$ cat src/rtl/cache_refill_ctrl_pkg.sv
// Shared constants and types for the cache line refill controller.
// Line geometry, bus widths and the refill FSM state encoding.
package cache_pkg;

  parameter int unsigned ADDR_W     = 22;
  parameter int unsigned DATA_W     = 8;
  parameter int unsigned OFF_W      = 2;
  parameter int unsigned LINE_BYTES = 1 << OFF_W;
  // Read-latency counter width; covers MEM_LAT up to 15.
  parameter int unsigned LAT_W      = 4;

  typedef enum logic [1:0] {
    StIdle = 2'd0,
    StRd   = 2'd1,
    StWr   = 2'd2,
    StDone = 2'd3
  } refill_state_e;

endpackage

$ cat src/rtl/cache_refill_ctrl_if.sv
// CPU request, memory read and cache fill signals of the refill controller.
// master = CPU/memory/cache environment, slave = the controller itself.
interface cache_refill_ctrl_if #(
  parameter int unsigned ADDR_W = cache_pkg::ADDR_W,
  parameter int unsigned DATA_W = cache_pkg::DATA_W
);

  logic              req_valid;
  logic [ADDR_W-1:0] req_addr;
  logic              cache_hit;
  logic              req_ready;
  logic              mem_cs_n;
  logic              mem_oe_n;
  logic [ADDR_W-1:0] mem_addr;
  logic [DATA_W-1:0] mem_data;
  logic              fill_we;
  logic [ADDR_W-1:0] fill_addr;
  logic [DATA_W-1:0] fill_data;
  logic              fill_done;
  logic              busy;

  modport master (
    output req_valid, req_addr, cache_hit, mem_data,
    input  req_ready, mem_cs_n, mem_oe_n, mem_addr,
    input  fill_we, fill_addr, fill_data, fill_done, busy
  );

  modport slave (
    input  req_valid, req_addr, cache_hit, mem_data,
    output req_ready, mem_cs_n, mem_oe_n, mem_addr,
    output fill_we, fill_addr, fill_data, fill_done, busy
  );

endinterface

$ cat src/rtl/cache_refill_ctrl_lat_cnt.sv
// Memory read-latency counter: loads MEM_LAT, counts down once per read cycle,
// and flags the decrement that empties it (the last cycle of a read window).
module refill_lat_cnt #(
  parameter int unsigned MEM_LAT = 2,
  parameter int unsigned CNT_W   = cache_pkg::LAT_W
) (
  input  logic clk_i,
  input  logic rst_ni,
  input  logic load_i,
  input  logic dec_i,
  output logic zero_o
);

  logic [CNT_W-1:0] cnt_q, cnt_d;

  always_comb begin
    cnt_d = cnt_q;
    if (load_i) begin
      cnt_d = CNT_W'(MEM_LAT);
    end else if (dec_i && (cnt_q != '0)) begin
      cnt_d = cnt_q - 1'b1;
    end
  end

  assign zero_o = dec_i && (cnt_q == CNT_W'(1));

  always_ff @(posedge clk_i or negedge rst_ni) begin
    if (!rst_ni) begin
      cnt_q <= '0;
    end else begin
      cnt_q <= cnt_d;
    end
  end

endmodule

$ cat src/rtl/cache_refill_ctrl.sv
// Cache line refill controller: on a miss, reads the line byte by byte from memory and writes it
// into the cache. Define REFILL_CRITICAL_FIRST_EN to start the fill at the requested byte.
module cache_refill_ctrl #(
  parameter int unsigned ADDR_W  = cache_pkg::ADDR_W,
  parameter int unsigned DATA_W  = cache_pkg::DATA_W,
  parameter int unsigned OFF_W   = cache_pkg::OFF_W,
  parameter int unsigned MEM_LAT = 2
) (
  input logic                clk,
  input logic                rst_n,
  cache_refill_ctrl_if.slave bus
);

  import cache_pkg::*;

  localparam int unsigned TagW = ADDR_W - OFF_W;
  localparam int unsigned CntW = OFF_W + 1;
  localparam logic [CntW-1:0] LineCnt = CntW'(LINE_BYTES);

  refill_state_e     state_q, state_d;
  logic [TagW-1:0]   tag_q, tag_d;
  logic [OFF_W-1:0]  off_q, off_d;
  logic [CntW-1:0]   left_q, left_d;
  logic [DATA_W-1:0] data_q, data_d;
  logic [OFF_W-1:0]  start_off;
  logic [ADDR_W-1:0] cur_addr;
  logic              lat_load;
  logic              lat_dec;
  logic              lat_zero;

`ifdef REFILL_CRITICAL_FIRST_EN
  assign start_off = bus.req_addr[OFF_W-1:0];
`else
  assign start_off = '0;
`endif

  // Offset wraps within OFF_W bits, so the tag/index part never changes mid-line.
  assign cur_addr = {tag_q, off_q};

  refill_lat_cnt #(
    .MEM_LAT(MEM_LAT),
    .CNT_W  (LAT_W)
  ) u_lat_cnt (
    .clk_i (clk),
    .rst_ni(rst_n),
    .load_i(lat_load),
    .dec_i (lat_dec),
    .zero_o(lat_zero)
  );

  always_comb begin
    state_d  = state_q;
    tag_d    = tag_q;
    off_d    = off_q;
    left_d   = left_q;
    data_d   = data_q;
    lat_load = 1'b0;
    lat_dec  = 1'b0;
    unique case (state_q)
      StIdle: begin
        if (bus.req_valid && !bus.cache_hit) begin
          tag_d    = bus.req_addr[ADDR_W-1:OFF_W];
          off_d    = start_off;
          left_d   = LineCnt;
          lat_load = 1'b1;
          state_d  = StRd;
        end
      end
      StRd: begin
        lat_dec = 1'b1;
        if (lat_zero) begin
          data_d  = bus.mem_data;
          state_d = StWr;
        end
      end
      StWr: begin
        off_d  = off_q + 1'b1;
        left_d = left_q - 1'b1;
        if (left_q != CntW'(1)) begin
          lat_load = 1'b1;
          state_d  = StRd;
        end else begin
          state_d = StDone;
        end
      end
      StDone: begin
        state_d = StIdle;
      end
      default: begin
        state_d = StIdle;
      end
    endcase
  end

  always_comb begin
    bus.req_ready = (state_q == StIdle);
    bus.busy      = (state_q != StIdle);
    bus.mem_cs_n  = 1'b1;
    bus.mem_oe_n  = 1'b1;
    bus.mem_addr  = '0;
    bus.fill_we   = 1'b0;
    bus.fill_addr = '0;
    bus.fill_data = '0;
    bus.fill_done = (state_q == StDone);
    if (state_q == StRd) begin
      bus.mem_cs_n = 1'b0;
      bus.mem_oe_n = 1'b0;
      bus.mem_addr = cur_addr;
    end
    if (state_q == StWr) begin
      bus.fill_we   = 1'b1;
      bus.fill_addr = cur_addr;
      bus.fill_data = data_q;
    end
  end

  always_ff @(posedge clk or negedge rst_n) begin
    if (!rst_n) begin
      state_q <= StIdle;
      tag_q   <= '0;
      off_q   <= '0;
      left_q  <= '0;
      data_q  <= '0;
    end else begin
      state_q <= state_d;
      tag_q   <= tag_d;
      off_q   <= off_d;
      left_q  <= left_d;
      data_q  <= data_d;
    end
  end

endmodule
$ cat src/flat_wrapper.sv
// flat-port wrapper written by rule: the top's interface ports become plain ports
module cache_refill_ctrl_flat import cache_pkg::*;
#(
  parameter int unsigned ADDR_W  = cache_pkg::ADDR_W,
  parameter int unsigned DATA_W  = cache_pkg::DATA_W,
  parameter int unsigned OFF_W   = cache_pkg::OFF_W,
  parameter int unsigned MEM_LAT = 2
)
  (clk, rst_n, bus_req_valid, bus_req_addr, bus_cache_hit, bus_mem_data, bus_req_ready, bus_mem_cs_n, bus_mem_oe_n, bus_mem_addr, bus_fill_we, bus_fill_addr, bus_fill_data, bus_fill_done, bus_busy);
  cache_refill_ctrl_if #(.ADDR_W(ADDR_W), .DATA_W(DATA_W)) bus_i ();
  input logic clk;
  input logic rst_n;
  input wire logic [$bits(bus_i.req_valid)-1:0] bus_req_valid;
  input wire logic [$bits(bus_i.req_addr)-1:0] bus_req_addr;
  input wire logic [$bits(bus_i.cache_hit)-1:0] bus_cache_hit;
  input wire logic [$bits(bus_i.mem_data)-1:0] bus_mem_data;
  output wire logic [$bits(bus_i.req_ready)-1:0] bus_req_ready;
  output wire logic [$bits(bus_i.mem_cs_n)-1:0] bus_mem_cs_n;
  output wire logic [$bits(bus_i.mem_oe_n)-1:0] bus_mem_oe_n;
  output wire logic [$bits(bus_i.mem_addr)-1:0] bus_mem_addr;
  output wire logic [$bits(bus_i.fill_we)-1:0] bus_fill_we;
  output wire logic [$bits(bus_i.fill_addr)-1:0] bus_fill_addr;
  output wire logic [$bits(bus_i.fill_data)-1:0] bus_fill_data;
  output wire logic [$bits(bus_i.fill_done)-1:0] bus_fill_done;
  output wire logic [$bits(bus_i.busy)-1:0] bus_busy;
  assign bus_i.req_valid = bus_req_valid;
  assign bus_i.req_addr = bus_req_addr;
  assign bus_i.cache_hit = bus_cache_hit;
  assign bus_i.mem_data = bus_mem_data;
  assign bus_req_ready = bus_i.req_ready;
  assign bus_mem_cs_n = bus_i.mem_cs_n;
  assign bus_mem_oe_n = bus_i.mem_oe_n;
  assign bus_mem_addr = bus_i.mem_addr;
  assign bus_fill_we = bus_i.fill_we;
  assign bus_fill_addr = bus_i.fill_addr;
  assign bus_fill_data = bus_i.fill_data;
  assign bus_fill_done = bus_i.fill_done;
  assign bus_busy = bus_i.busy;
  cache_refill_ctrl #(.ADDR_W(ADDR_W), .DATA_W(DATA_W), .OFF_W(OFF_W), .MEM_LAT(MEM_LAT)) u_core (.clk(clk), .rst_n(rst_n), .bus(bus_i));
endmodule
$ cat config.mk
export PLATFORM = sky130hd
export DESIGN_NAME = cache_refill_ctrl_flat
export DESIGN_NICKNAME = d
export VERILOG_FILES = /design/src/rtl/cache_refill_ctrl_pkg.sv /design/src/rtl/cache_refill_ctrl_if.sv /design/src/rtl/cache_refill_ctrl_lat_cnt.sv /design/src/rtl/cache_refill_ctrl.sv /design/src/flat_wrapper.sv
export SDC_FILE = /design/constraint.sdc
export NUM_CORES = 1
export LEC_CHECK = 0
export CAP_MARGIN = 30
export CORE_ASPECT_RATIO = 1.25
export CORE_MARGIN = 10
export CORE_UTILIZATION = 37
export DETAILED_ROUTE_END_ITERATION = 7
export PLACE_DENSITY = 0.74
export RECOVER_POWER = 50
export SETUP_SLACK_MARGIN = 0.02
export SYNTH_ARGS = -nofsm -noshare
export SYNTH_HDL_FRONTEND = slang
export SYNTH_SLANG_ARGS = --single-unit
$ cat constraint.sdc
create_clock -name clk -period 1.45 [get_ports clk]
set_input_delay 0.29 -clock clk [delete_from_list [all_inputs] [get_ports clk]]
set_output_delay 0.29 -clock clk [all_outputs]
set_load 0.005 [all_outputs]
==> impl_results.md <==
* Status: complete, but fails checks
* Failing checks: negative setup slack
* DP HPWL at 4.324 mm
* Area grow syn2layout at 87.58%
* Worst Path Arrival at 1.89 ns
* Worst slack at placement at -0.3446 ns
* Row Count at 30
* DRC violations left at 0
* Initial Utilization at 0.3753
* Post-synth top area share at 0.4845
* Max-cap violations at 0
* Final antenna-violating net count at 0
* Pwr dens at 1778 nW/um^2
* Flops & latches, synth at 39
* Vias at 2,021
* CTS tree: done
* CP Max Fanout at 5
* Mapped cell area at 2014 um^2
* Die area at 8814 um^2
* Clock Skews at 0.009821 ns
* Synth warn at 0
* Synth Net Count at 261
* Setup ws final at -0.2580 ns
* Fin. max-slew vios at 0
* Period utilization at 1.178
* Routed WL per cell at 17.41 um
* Clock buffer depth at 2
* Worst VDD drop at 0.9720 mV
* Crit end category: flop
* I/O pins at 92
* Unrepaired setup endpoints after global routing: true
* Fmax at 0.5855 GHz
* Clock sinks at 39
* First-pass GRT wire length at 10.70 mm
* HP Class: reg -> reg
* DRT Wirelength at 7.258 mm
* DR pass1 iterations at 4
* Final setup vio count at 91
* Initial antenna violation count at 0
* CTS Root Cell: clkbuf_8
* Diode count at 0
* # H-tree levels at 2
* Startpoint types: flop
* Slew @ Worst Pin at 0.5363 ns
* Vias in the first global route at 2,071
* Clock Latency Late Sink at 0.29 ns
* Hold Violations, Final at 0
* Total Nets Final at 390
* Crit path required time at 1.63 ns
* Avg Cell Area, Syn at 9.033 um^2
* Total grt overflow at 0
* Leak pwr at 1.890 nW
* Share of the yosys chip area belonging to registers at 0.4845
* Synth Instances at 223
* Final setup TNS at -15.52 ns
* Layout cells sized above 1 at 0.5836
* Largest net degree at the start of global routing at 40
* DRT iter0 DRCs at 127
* Clk pin slew, worst setup/hold paths at 0.08 ns
* Largest area contributor in the netlist: dfrtp_1
* GRT Total Usage at 0.1543
* Critical path class: reg -> reg
* Synth cell types at 30
* Vias per cell at 4.847
* Core area at 5368 um^2
* Die X at 86.00 um
* Slew HR at 0.6425
* Port buffer count at 89
* Crit path time final at 1.708 ns
* Final Wtd Congestion at 0.8135
* Dominant cells by area after synthesis: dfrtp_1, and2_1, nand2_1, mux2_2, ha_1
* TritonCTS Buffers at 5
* Die Ht at 102.5 um
-- cell usage after synthesis --
master,n
nor2_1,2
nand2b_1,1
nor3_1,2
o211ai_1,1
or4b_1,1
and2_1,52
buf_6,2
nor4b_1,1
inv_1,10
mux2_2,10
nand3b_1,1
nor3b_1,2
o2bb2ai_1,1
a211o_1,1
buf_4,1
dfrtp_1,39
buf_2,2
o21ai_0,5
a21oi_1,2
o31ai_1,1
a21o_1,1
nand3_1,3
nand4_1,1
clkbuf_1,7
mux2i_1,1
or3b_2,1
nand2_1,64
ha_1,4
o21bai_1,1
nor2b_1,3
-- metal layers --
metal | global-route usage | up-vias | wire length (um)
li1 | - | 956 | -
met2 | 0.2785 | 71 | 3943
met1 | 0.1555 | 979 | 2606
met3 | 0.05613 | 15 | 536
met4 | 0.06599 | 0 | 170
met5 | 0 | - | 0
-- cells in the final DEF, fill, tap and decap left out, types with 6 or more instances in the layout --
master and instances:
buf_6 55, dfrtp_1 38, and2_4 37, nand2_1 36
clkdlybuf4s50_1 30, buf_4 22, nand2_2 19, buf_2 16
and2_1 15, mux2_2 10, nand2_4 9, inv_1 7
clkbuf_8 6
-- flip-flops by register name, indices dropped and copies added, names as in the netlist --
signal / flops
u_core.tag_q: 20
u_core.state_q: 2
u_core.data_q: 8
u_core.u_lat_cnt.cnt_q: 4
u_core.off_q: 2
u_core.left_q: 3
-- final timing paths --
path	from	endpoint	slack [ns]	depth (start not counted)
max	u_core.state_q[1]$_DFFE_PN0P_	u_core.tag_q[17]$_DFFE_PN0P_	-0.26	6
min	u_core.tag_q[3]$_DFFE_PN0P_	u_core.tag_q[3]$_DFFE_PN0P_	0.51	2
max reg2reg	u_core.state_q[1]$_DFFE_PN0P_	u_core.tag_q[17]$_DFFE_PN0P_	-0.26	6
min reg2reg	u_core.tag_q[3]$_DFFE_PN0P_	u_core.tag_q[3]$_DFFE_PN0P_	0.51	2
max in group asynchronous	rst_n	u_core.state_q[1]$_DFFE_PN0P_	0.46	3
min in group asynchronous	rst_n	u_core.state_q[0]$_DFFE_PN0P_	0.61	3
-- cell families after synthesis --
kind of cell / synth area share
adders and majority gates: 0.02485
DFF: 0.4845
buffers and inverters: 0.05156
AOI/OAI and AO/OA: 0.04100
muxes: 0.06087
and+or+nand+nor: 0.3373
-- area by class of cell --
cell class                 count  area, um^2
inverter                      10       45.04
tap                           64       80.08
multi-input combinational    162        1242
sequential                    39       977.2
timing repair buffer         134        1316
clock inverter                 2       35.03
clock buffer                   6       82.58
fill                         374        1589
-- report_power, final --
part	total [mW]	switching [mW]	leakage, nW	internal [mW]
Combinational	3.69	1.52	1.35	2.16
Clock	0.946	0.389	0.0612	0.557
Sequential	2.09	0.483	0.481	1.60
-- critical path, stage by stage, from the launching register on --
cell	delay [ns]
dfrtp_2	0.44
buf_6	0.14
or4b_4	0.61
buf_6	0.16
buf_12	0.14
nand2_4	0.06
nand2_2	0.05
-- through the flow --
step | std cells | power, mW | utilization | hold slack, ns | cell area [um^2]
2_1_floorplan | 223 | 3.201 | - | -0.005591 | 2024
3_3_place_gp | 389 | 4.700 | 0.5860 | 0.2741 | 3146
3_5_place_dp | 389 | 4.784 | 0.5860 | 0.2762 | 3146
4_1_cts | 414 | 6.064 | 0.6459 | 0.4918 | 3467
5_1_grt | 417 | 7.181 | 0.7040 | 0.5168 | 3779
6_report | 417 | 6.718 | 0.7040 | 0.5102 | 3779
-- timing repair --
item,in CTS,in global routing
endpoints found under the setup margin,91,92
gates cloned,8,1
endpoints found under the hold margin,39,0
hold buffers,1,0
pin swaps,28,36
resized for setup,291,103
setup buffers,8,5
Note: power is estimated with default switching activity, not from simulation.
